$ cat config.mk
export PLATFORM = sky130hd
export DESIGN_NAME = uart
export DESIGN_NICKNAME = d
export VERILOG_FILES = /design/src/rtl/uart_pkg.sv /design/src/rtl/uart_rx.sv /design/src/rtl/uart.sv
export SDC_FILE = /design/constraint.sdc
export NUM_CORES = 1
export LEC_CHECK = 0
export CORE_MARGIN = 3
export CORE_UTILIZATION = 40
export CTS_CLUSTER_SIZE = 24
export DETAILED_ROUTE_END_ITERATION = 16
export PLACE_DENSITY = 0.66
export SLEW_MARGIN = 25
export SYNTH_ARGS = -nofsm -noshare
export SYNTH_HDL_FRONTEND = slang
export SYNTH_SLANG_ARGS = --single-unit
$ cat constraint.sdc
create_clock -name clk -period 1.9 [get_ports clk]
set_input_delay 0.57 -clock clk [delete_from_list [all_inputs] [get_ports clk]]
set_output_delay 0.57 -clock clk [all_outputs]
set_load 0.02 [all_outputs]
$ cat src/rtl/uart_pkg.sv
// Shared constants for the uart block: bus widths, register map, status bit
// positions and the 2-bit FSM state encoding used by both TX and RX.
package uart_pkg;

  localparam int unsigned WordAddrW = 30;
  localparam int unsigned WordDataW = 32;

  localparam logic UartAddrStatus = 1'b0;
  localparam logic UartAddrData   = 1'b1;

  localparam int unsigned StatRxValid  = 0;
  localparam int unsigned StatTxDone   = 1;
  localparam int unsigned StatTxBusy   = 2;
  localparam int unsigned StatRxBusy   = 3;
  localparam int unsigned StatOverrun  = 4;
  localparam int unsigned StatFrameErr = 5;

  typedef enum logic [1:0] {
    UartStateIdle  = 2'd0,
    UartStateStart = 2'd1,
    UartStateData  = 2'd2,
    UartStateStop  = 2'd3
  } uart_state_e;

  // Baud counter width for a given bit period.
  function automatic int unsigned uart_div_w(input int unsigned div);
    return (div > 1) ? $clog2(div) : 1;
  endfunction

endpackage

$ cat src/rtl/uart_rx.sv
// 8N1 receiver: 2-flop synchronizer, start-bit glitch rejection, mid-bit
// sampling; pulses rx_done_o for one cycle with the byte and framing status.
module uart_rx
  import uart_pkg::*;
#(
  parameter int unsigned DIV = 217
) (
  input  logic       clk_i,
  input  logic       rst_ni,
  input  logic       rx_i,
  output logic       rx_done_o,
  output logic [7:0] rx_data_o,
  output logic       frame_err_o,
  output logic       busy_o
);

  localparam int unsigned DivW = uart_div_w(DIV);
  localparam logic [DivW-1:0] CntLast = DivW'(DIV - 1);
  localparam logic [DivW-1:0] CntHalf = DivW'(DIV / 2 - 1);

  uart_state_e     state_q, state_d;
  logic [1:0]      sync_q, sync_d;
  logic            prev_q, prev_d;
  logic [DivW-1:0] cnt_q, cnt_d;
  logic [2:0]      bit_q, bit_d;
  logic [7:0]      shift_q, shift_d;
  logic            done_q, done_d;
  logic            ferr_q, ferr_d;
  logic            rx_s;

  assign rx_s = sync_q[1];

  always_comb begin
    state_d = state_q;
    sync_d  = {sync_q[0], rx_i};
    prev_d  = rx_s;
    cnt_d   = cnt_q + DivW'(1);
    bit_d   = bit_q;
    shift_d = shift_q;
    done_d  = 1'b0;
    ferr_d  = ferr_q;
    unique case (state_q)
      UartStateIdle: begin
        cnt_d = '0;
        if (prev_q && !rx_s) state_d = UartStateStart;
      end
      UartStateStart: begin
        // Re-check the start bit at half period; a high line means a glitch.
        if (cnt_q == CntHalf) begin
          cnt_d   = '0;
          bit_d   = 3'd0;
          state_d = rx_s ? UartStateIdle : UartStateData;
        end
      end
      UartStateData: begin
        if (cnt_q == CntLast) begin
          cnt_d   = '0;
          shift_d = {rx_s, shift_q[7:1]};
          if (bit_q == 3'd7) state_d = UartStateStop;
          else               bit_d   = bit_q + 3'd1;
        end
      end
      UartStateStop: begin
        if (cnt_q == CntLast) begin
          cnt_d   = '0;
          state_d = UartStateIdle;
          done_d  = 1'b1;
          ferr_d  = ~rx_s;
        end
      end
    endcase
  end

  always_ff @(posedge clk_i or negedge rst_ni) begin
    if (!rst_ni) begin
      state_q <= UartStateIdle;
      sync_q  <= 2'b11;
      prev_q  <= 1'b1;
      cnt_q   <= '0;
      bit_q   <= 3'd0;
      shift_q <= 8'h00;
      done_q  <= 1'b0;
      ferr_q  <= 1'b0;
    end else begin
      state_q <= state_d;
      sync_q  <= sync_d;
      prev_q  <= prev_d;
      cnt_q   <= cnt_d;
      bit_q   <= bit_d;
      shift_q <= shift_d;
      done_q  <= done_d;
      ferr_q  <= ferr_d;
    end
  end

  assign rx_done_o   = done_q;
  assign rx_data_o   = shift_q;
  assign frame_err_o = ferr_q;
  assign busy_o      = (state_q != UartStateIdle);

endmodule

$ cat src/rtl/uart.sv
// Memory-mapped 8N1 UART bus slave: STATUS/DATA registers, TX FSM, 1-cycle ack.
// Define UART_IRQ_EN to add the registered IrqRx/IrqTx level interrupts.
module uart
  import uart_pkg::*;
#(
  parameter int unsigned DIV = 217
) (
  input  logic                 clk,
  input  logic                 reset_,
  input  logic                 CS_,
  input  logic                 As_,
  input  logic                 RW,
  input  logic [WordAddrW-1:0] Addr,
  input  logic [WordDataW-1:0] WrData,
  output logic [WordDataW-1:0] RdData,
  output logic                 Rdy_,
  input  logic                 UartRX,
  output logic                 UartTX
`ifdef UART_IRQ_EN
  ,
  output logic                 IrqRx,
  output logic                 IrqTx
`endif
);

  localparam int unsigned DivW = uart_div_w(DIV);
  localparam logic [DivW-1:0] CntLast = DivW'(DIV - 1);

  logic access, rd, wr, sel_data;
  logic [WordDataW-1:0] status, w1c;

  uart_state_e     tx_state_q, tx_state_d;
  logic [DivW-1:0] tx_cnt_q, tx_cnt_d;
  logic [2:0]      tx_bit_q, tx_bit_d;
  logic [7:0]      tx_shift_q, tx_shift_d;
  logic            tx_q, tx_d;
  logic            tx_done_set;

  logic       rx_valid_q, rx_valid_d;
  logic       tx_done_q, tx_done_d;
  logic       overrun_q, overrun_d;
  logic       frame_err_q, frame_err_d;
  logic [7:0] rx_buf_q, rx_buf_d;
  logic       rdy_n_q, rdy_n_d;
  logic [WordDataW-1:0] rd_data_q, rd_data_d;

  logic       rx_done, rx_frame_err, rx_busy, rx_ok, rx_bad;
  logic [7:0] rx_data;
  logic       unused_bits;

  assign unused_bits = ^{Addr[WordAddrW-1:1], WrData[WordDataW-1:8]};

  uart_rx #(
    .DIV(DIV)
  ) u_uart_rx (
    .clk_i      (clk),
    .rst_ni     (reset_),
    .rx_i       (UartRX),
    .rx_done_o  (rx_done),
    .rx_data_o  (rx_data),
    .frame_err_o(rx_frame_err),
    .busy_o     (rx_busy)
  );

  assign access   = ~CS_ & ~As_;
  assign rd       = access & RW;
  assign wr       = access & ~RW;
  assign sel_data = (Addr[0] == UartAddrData);
  assign rx_ok    = rx_done & ~rx_frame_err;
  assign rx_bad   = rx_done & rx_frame_err;
  assign w1c      = (wr && !sel_data) ? WrData : '0;

  always_comb begin
    status               = '0;
    status[StatRxValid]  = rx_valid_q;
    status[StatTxDone]   = tx_done_q;
    status[StatTxBusy]   = (tx_state_q != UartStateIdle);
    status[StatRxBusy]   = rx_busy;
    status[StatOverrun]  = overrun_q;
    status[StatFrameErr] = frame_err_q;
  end

  // TX FSM; tx_shift_q is shifted right so bit [1] is always the next data bit.
  always_comb begin
    tx_state_d  = tx_state_q;
    tx_cnt_d    = tx_cnt_q + DivW'(1);
    tx_bit_d    = tx_bit_q;
    tx_shift_d  = tx_shift_q;
    tx_d        = tx_q;
    tx_done_set = 1'b0;
    unique case (tx_state_q)
      UartStateIdle: begin
        tx_cnt_d = '0;
        if (wr && sel_data) begin
          tx_state_d = UartStateStart;
          tx_shift_d = WrData[7:0];
          tx_d       = 1'b0;
        end
      end
      UartStateStart: begin
        if (tx_cnt_q == CntLast) begin
          tx_cnt_d   = '0;
          tx_bit_d   = 3'd0;
          tx_state_d = UartStateData;
          tx_d       = tx_shift_q[0];
        end
      end
      UartStateData: begin
        if (tx_cnt_q == CntLast) begin
          tx_cnt_d = '0;
          if (tx_bit_q == 3'd7) begin
            tx_state_d = UartStateStop;
            tx_d       = 1'b1;
          end else begin
            tx_bit_d   = tx_bit_q + 3'd1;
            tx_shift_d = {1'b0, tx_shift_q[7:1]};
            tx_d       = tx_shift_q[1];
          end
        end
      end
      UartStateStop: begin
        if (tx_cnt_q == CntLast) begin
          tx_cnt_d    = '0;
          tx_state_d  = UartStateIdle;
          tx_done_set = 1'b1;
        end
      end
    endcase
  end

  // Register file: sets are applied after clears so a same-edge set wins.
  always_comb begin
    rx_valid_d = rx_valid_q;
    if (rd && sel_data) rx_valid_d = 1'b0;
    if (rx_ok)          rx_valid_d = 1'b1;

    rx_buf_d = rx_ok ? rx_data : rx_buf_q;

    overrun_d = overrun_q & ~w1c[StatOverrun];
    if (rx_ok && rx_valid_q) overrun_d = 1'b1;

    frame_err_d = frame_err_q & ~w1c[StatFrameErr];
    if (rx_bad) frame_err_d = 1'b1;

    tx_done_d = tx_done_q & ~w1c[StatTxDone];
    if (tx_done_set) tx_done_d = 1'b1;

    rdy_n_d   = ~access;
    rd_data_d = '0;
    if (rd) rd_data_d = sel_data ? {{(WordDataW - 8){1'b0}}, rx_buf_q} : status;
  end

  always_ff @(posedge clk or negedge reset_) begin
    if (!reset_) begin
      tx_state_q  <= UartStateIdle;
      tx_cnt_q    <= '0;
      tx_bit_q    <= 3'd0;
      tx_shift_q  <= 8'h00;
      tx_q        <= 1'b1;
      rx_valid_q  <= 1'b0;
      tx_done_q   <= 1'b0;
      overrun_q   <= 1'b0;
      frame_err_q <= 1'b0;
      rx_buf_q    <= 8'h00;
      rdy_n_q     <= 1'b1;
      rd_data_q   <= '0;
    end else begin
      tx_state_q  <= tx_state_d;
      tx_cnt_q    <= tx_cnt_d;
      tx_bit_q    <= tx_bit_d;
      tx_shift_q  <= tx_shift_d;
      tx_q        <= tx_d;
      rx_valid_q  <= rx_valid_d;
      tx_done_q   <= tx_done_d;
      overrun_q   <= overrun_d;
      frame_err_q <= frame_err_d;
      rx_buf_q    <= rx_buf_d;
      rdy_n_q     <= rdy_n_d;
      rd_data_q   <= rd_data_d;
    end
  end

  assign UartTX = tx_q;
  assign Rdy_   = rdy_n_q;
  assign RdData = rd_data_q;

`ifdef UART_IRQ_EN
  logic irq_rx_q, irq_tx_q;

  always_ff @(posedge clk or negedge reset_) begin
    if (!reset_) begin
      irq_rx_q <= 1'b0;
      irq_tx_q <= 1'b0;
    end else begin
      irq_rx_q <= rx_valid_q | overrun_q | frame_err_q;
      irq_tx_q <= tx_done_q;
    end
  end

  assign IrqRx = irq_rx_q;
  assign IrqTx = irq_tx_q;
`endif

endmodule

==> qor.yml <==
critPathSlowestCell: "clkdlybuf4s50_1"
clk_pin_slew_ns: 0.07
drcViolationCount: 0
skew_ns: 0.00960
rrSetupSlack_ns: 0.11
hpwl_mm: 4.55
die_h_um: 97.9
cp-start-kind: "flip-flop"
ys_seq_area_share_pct: 51.3
dr_total_vias: 2179
synth.avg_cell_area_um2: 11.5
finalCritPeriodShare_pct: 96.5
cp_max_fo: 1
drive_above_1_share_pct: 20.1
clock_sinks: 69
ys_types: 51
h-tree-depth: 3
io_pins: 102
arrival_ns: 1.26
hold_viol_final: 0
required_ns: 1.33
async_flop_share_pct: 100
diodes: 0
syn_to_final_growth_pct: 18.8
period_minus_slack_ns: 1.83
worstSetupStartpoint: "RdData[7]$_DFF_PN0_"
dieArea_um2: 9580
routed_via_density: 4.89
slew_violations: 0
antenna_left: 0
power_density_nw_per_um2: 772
first_pass_iters: 4
cap_viol_max_count: 0
clkLatencyLatePin_ns: 0.34
status: "finished, final reports clean"
reg2reg_from: "tx_bit_q[0]$_DFFE_PN0P_"
dp.cells: 428
io_buffers: 24
total_power_mw: 3.10
ys_ff_latch: 69
cts_tree: "done"
drtIter0Drc: 84
final_common_cell: "dfrtp_1"
rows: 32
synth-edff-count: 0
cp-end-kind: "output port"
cp_slowest_stage_delay_ns: 0.60
gp_congestion: 0.793
cts_buffer_depth: 2
grt_pass1_wl_mm: 10.8
critPathBufInv: 1
top_layer: "met4"
grt_overflow: 0
wl_met2_mm: 3.25
drt-total-wl_mm: 6.31
peakVddDrop_mv: 0.484
max_freq_mhz: 545
final_cells: 446
setup_tns_ns: 0
antenna_found_initial: 0
synth-main-ff-cell: "dfrtp_1"
wl_met3_um: 228
syn-instance-count: 293
grt_max_degree: 32
fp.dieW_um: 97.9
grt_pass1_vias: 2245
r2r-end: "tx_shift_q[6]$_DFFE_PN0P_"
fin_util_pct: 50.4
clock_tree.root_cell: "clkbuf_8"
cts_buffers: 9
hold_class: "in2async"
start_util_pct: 42.4
rsz0062_at_grt: "true"
r2r_cells: 7
yosysWarnings: 0
cp_top_family: "buffers and inverters"
crit_chain: "clkdlybuf4s50_1"
grt_use_total_pct: 14.0
final_nets: 420
setup.worst_path.class: "reg2out"
core_area_um2: 7970
finalSetupViolations: 0
m1WireLength_mm: 2.76
p_leak_nw: 1.97
netlist_area_um2: 3380
routedWlPerCell_um: 14.2
nFillCells: 728
layout_common_cells: "64 x dfrtp_1, 24 x nor2_1, 24 x conb_1"
-- per-stage QoR --
stage	setup WS, ns	hold WS, ns	area (µm²)
6_report	0.0663	0.133	4010
5_1_grt	-0.0330	0.124	4010
4_1_cts	0.00306	0.119	3960
3_5_place_dp	-0.157	0.351	3760
3_3_place_gp	-0.164	0.346	3760
2_1_floorplan	0.193	0.274	3460
-- worst max-delay path by stage --
stage	end	slack [ns]	cells past startpoint
final	RdData[7]	0.07	1
after global routing	tx_bit_q[0]$_DFFE_PN0P_	-0.03	6
after CTS	tx_shift_q[6]$_DFFE_PN0P_	0.003	7
after detailed placement	tx_shift_q[7]$_DFFE_PN0P_	-0.16	7
after global placement	tx_state_q[1]$_DFFE_PN0P_	-0.16	6
after floorplan	tx_shift_q[4]$_DFFE_PN0P_	0.19	7
-- layout make-up --
type                       instances  area, µm²  share of cell area [%]
sequential                        69       1730                    43.2
multi-input combinational        202       1470                    36.7
timing repair buffer              45        432                    10.8
clock buffer                      14        143                    3.55
tap                              102        128                    3.18
clock inverter                     2       60.1                    1.50
inverter                          12       45.0                    1.12
-- cell families after synthesis --
| kind of cell | share of synthesized area, % |
|---|---|
| AND/OR/NAND/NOR | 12.8 |
| flip-flops | 51.3 |
| buffers and inverters | 8.33 |
| AO/OA/AOI/OAI | 9.45 |
| multiplexers | 10.3 |
| adder cells (fa/ha/maj) | 4.81 |
| XOR/XNOR | 2.85 |
| other | 0.111 |
-- power breakdown --
group	internal (mW)	switching (mW)	total [mW]
Combinational	0.109	0.174	0.282
Sequential	1.51	0.0538	1.57
Clock	0.743	0.506	1.25
Total	2.37	0.733	3.10
-- cell usage after synthesis (all sizes together) (2+ instances only) --
master  instances  area (µm²)
xnor2           5        43.8
nand4           2        12.5
nand2b          3        18.8
clkbuf          5        28.8
a31oi           7        43.8
dfstp           5         131
and3            3        18.8
o21ai           3        18.8
buf            28         208
nor2           24        90.1
nand3           9        45.0
and2            2        12.5
ha             13         163
a21oi          11        58.8
nor4            3        33.8
nor3b           4        30.0
xor2            6        52.6
inv            12        45.0
mux2i          12         120
mux2           20         229
nand2          12        45.0
dfrtp          64        1600
nor3           10        50.1
a22o           10        87.6
o32ai           2        36.3
nor2b           2        12.5
-- flip-flops by register name (all words and copies together) (netlist names), named ones only --
signal                 cells
rx_valid_q                 1
tx_done_q                  1
UartTX                     1
u_uart_rx.prev_q           1
u_uart_rx.sync_q           2
rx_buf_q                   8
u_uart_rx.bit_q            3
tx_bit_q                   3
u_uart_rx.rx_data_o        8
RdData                     8
overrun_q                  1
u_uart_rx.state_q          1
u_uart_rx.frame_err_o      1
u_uart_rx.cnt_q            8
tx_state_q                 2
tx_cnt_q                   8
u_uart_rx.rx_done_o        1
tx_shift_q                 8
Rdy_                       1
frame_err_q                1
-- per-layer routing --
metal / up-vias / GRT usage, %
met5: - / 0
met4: 0 / 4.69
met3: 7 / 4.86
met2: 28 / 23.4
met1: 1070 / 17.0
li1: 1074 / -
-- repair_timing --
item                       4_1_cts  5_1_grt
resized for setup                3       10
setup buffers                    0        2
pin swaps                        0        1
hold buffers                     0        0
setup endpoints to repair        5       15
Power figures use the tool's default switching activity.
==> variant 1, RTL diff (same settings) <==
Change the package constant `WordDataW` from 32 to 48.
--- a/src/rtl/uart_pkg.sv
+++ b/src/rtl/uart_pkg.sv
@@ -4,5 +4,5 @@
 
   localparam int unsigned WordAddrW = 30;
-  localparam int unsigned WordDataW = 32;
+  localparam int unsigned WordDataW = 48;
 
   localparam logic UartAddrStatus = 1'b0;
Interface: changed (resized RdData and WrData); port bits go from 102 to 134. No check against the original RTL was run, so the function may have changed too.
==> variant 1 against the original RTL <==
Total power increased by 12%. Sequential cell count unchanged. First-iteration DRC count decreased by 42%. Critical endpoint is now RdData[4]. Routed wire length decreased by 2.5%. Worst hold slack improved by 85 ps. Design area increased by 1.8%. Largest power group is now the clock network. Setup slack got worse by 6.4 ps. Area after synthesis increased by 3.6%.
==> variant 1: results (changes against the original RTL) <==
first-pass GRT wire length=10.33 mm (was 10.76 mm); multi-input gates=218 (was 202); drt wl/cell=13.38 µm (was 14.15 µm); Setup crit start=RdData[4] (was RdData[7]); Buffers excl. clock=40 (was 45); Leak=0.001967 µW (was 0.001965 µW); CTS-repair resized insts=2 (was 3); Via density=4.800 (was 4.886); maximum VDD drop=0.4393 mV (was 0.4840 mV); outcome=complete, no violations (unchanged); top cells by area, synth=dfrtp_1 46%, buf_4 8.8%, mux2_2 6.1% (was dfrtp_1 47%, mux2_2 6.3%, buf_4 5.6%); # clk buffers=10 (was 14); Crit Reg-Reg Endpoint=tx_shift_q[7] (was tx_shift_q[6]); clk cell area share=6.648% (was 5.051%); all-layer global routing usage=13.04% (was 14.01%); Post-Place Cells=444 (was 428); sequential share of cell area=42.43% (was 43.19%); Layout Skew=8.037 ps (was 9.598 ps); pwr/cell area=847.9 mW/mm² (was 772.3 mW/mm²); hold_ws=217.8 ps (was 132.7 ps); number of fill cells=763 (was 728); WL met1=2.793 mm (was 2.756 mm); sequential element share of the synthesized area=49.54% (was 51.30%); largest net degree at the start of global routing=53 (was 32); vias in the first global route=2218 (was 2245)
-- variant 1: how the worst max path moves through the flow --
stage                    endpoint  slack, ps  cells after the start
floorplan           tx_shift_q[4]        190                      7
global placement    tx_state_q[1]       -210                      6
detailed placement  tx_state_q[1]       -170                      6
CTS                     RdData[6]          3                      1
global route            RdData[1]          6                      1
finish                  RdData[4]         60                      1
-- variant 1: kinds of logic after synthesis --
logic type,share of synthesized area [%]
adders and majority gates,4.650
AOI/OAI and AO/OA,9.121
xor gates and xnor gates,2.754
and+or+nand+nor,12.37
DFF,49.54
buffers and inverters,11.48
other,0.1072
muxes,9.979
-- variant 1: metal layers --
| metal | up-vias | track usage [%] |
|---|---|---|
| met5 | - | 0 |
| met4 | 0 | 3.256 |
| met3 | 4 | 4.067 |
| met2 | 35 | 21.49 |
| met1 | 1093 | 16.74 |
| li1 | 1076 | - |
-- variant 1: power by group --
group / total [µW] / internal, µW / switching (µW)
registers: 1570 / 1510 / 53.8
logic: 312 / 105 / 207
clock network: 1580 / 1040 / 544
==> variant 2, RTL diff (same settings) <==
Without the edit above. Take the reset off `shift_q` and load it in a clocked block of its own.
--- a/src/rtl/uart_rx.sv
+++ b/src/rtl/uart_rx.sv
@@ -79,5 +79,4 @@
       cnt_q   <= '0;
       bit_q   <= 3'd0;
-      shift_q <= 8'h00;
       done_q  <= 1'b0;
       ferr_q  <= 1'b0;
@@ -88,8 +87,11 @@
       cnt_q   <= cnt_d;
       bit_q   <= bit_d;
-      shift_q <= shift_d;
       done_q  <= done_d;
       ferr_q  <= ferr_d;
     end
+  end
+
+  always_ff @(posedge clk_i) begin
+    shift_q <= shift_d;
   end
 
Formal check against the unedited RTL: same outputs for any inputs over 10 cycles, from zero or initial values and one cycle with reset_ low; that may be too few to reach the edited logic, so the function may still have changed.
==> variant 2 against the original RTL <==
The run now ends with setup timing left. Routed wire length decreased by 6.9%. Sequential cell count unchanged. Setup slack worse by 120 ps. Register-to-register slack got worse by 150 ps. Area after synthesis fell by 2.7%. Count of clock-buffer cells in the layout shrank 5. Design area up 1.9%. Clock skew increased by 1.3 ps. Critical path type is now input port to flop. Critical endpoint is now tx_shift_q[5]. Largest cell class unchanged.
Power is not compared: it rests on default switching activity, and its combinational part moved more than twofold at a synthesized area within 25%.
==> variant 2: results (changes against the original RTL) <==
met1 Use GR=18.39% (was 16.96%); sequential element share of the synthesized area=53.94% (was 51.30%); Via density=4.760 (was 4.886); buffering overhead=12.30% (was 10.76%); top cells by area, synth=dfrtp_1 43%, mux2_2 8.6%, edfxtp_1 7.3% (was dfrtp_1 47%, mux2_2 6.3%, buf_4 5.6%); gp weighted congestion=0.8288 (was 0.7933); post-DP HPWL=4.278 mm (was 4.546 mm); Worst Setup EP=tx_shift_q[5] (was RdData[7]); final setup fails=7 (was 0); post-route setup slack=-54.26 ps (was 66.35 ps); worst path arrival time=2180 ps (was 1260 ps); GR Util met3=2.884% (was 4.857%); hold_ws=130.5 ps (was 132.7 ps); Async SR Flop Fraction=88.41% (was 100.0%); failing checks=setup timing; vias=2123 (was 2179); Layout Skew=10.93 ps (was 9.598 ps); clk cell area share=5.598% (was 5.051%); # clk buffers=9 (was 14); outcome=finished with violations (was complete, no violations); inverter count=15 (was 12); met2 WL post-DR=2.742 mm (was 3.248 mm); Synth cell types=48 (was 51); met3 wire len=193 µm (was 228 µm); CTS clock-pin slew for the worst setup and hold paths=90 ps (was 70 ps); met2 GRT Util=19.64% (was 23.35%); Post-Route Setup TNS=-279.5 ps (was 0 ps); post-synthesis cell count=280 (was 293); Core ar.=0.007848 mm² (was 0.007968 mm²)
-- variant 2: what timing repair did --
item                                    in CTS  in global routing
setup buffers                                2                  1
endpoints found under the setup margin      10                  9
hold buffers                                 0                  0
resized for setup                            3                  4
pin swaps                                    3                  1
-- variant 2: cell families (layout without fill, tap and decap cells) --
family	count (synthesis)	count (layout)	share of synthesized area (%)
buffers and inverters	45	86	8.070
adder cells (fa/ha/maj)	13	13	4.949
AO/OA/AOI/OAI	33	33	7.614
AND/OR/NAND/NOR	78	78	12.30
flip-flops	69	69	53.94
XOR/XNOR	11	11	2.931
other	1	24	0.1141
multiplexers	30	30	10.09
-- variant 2: power by group --
part	switching [µW]	internal, µW	leakage (µW)	total [µW]
combinational	730	847	0.000919	1580
clock	606	762	0.000113	1370
sequential	160	1700	0.000877	1860
-- variant 2: worst reg2reg max path, stage by stage, from the launching register on --
cell,delay [ps]
dfrtp_1,390
ha_2,200
ha_4,150
and4b_1,260
nand2_2,90
a211oi_4,250
buf_12,170
mux2_4,310
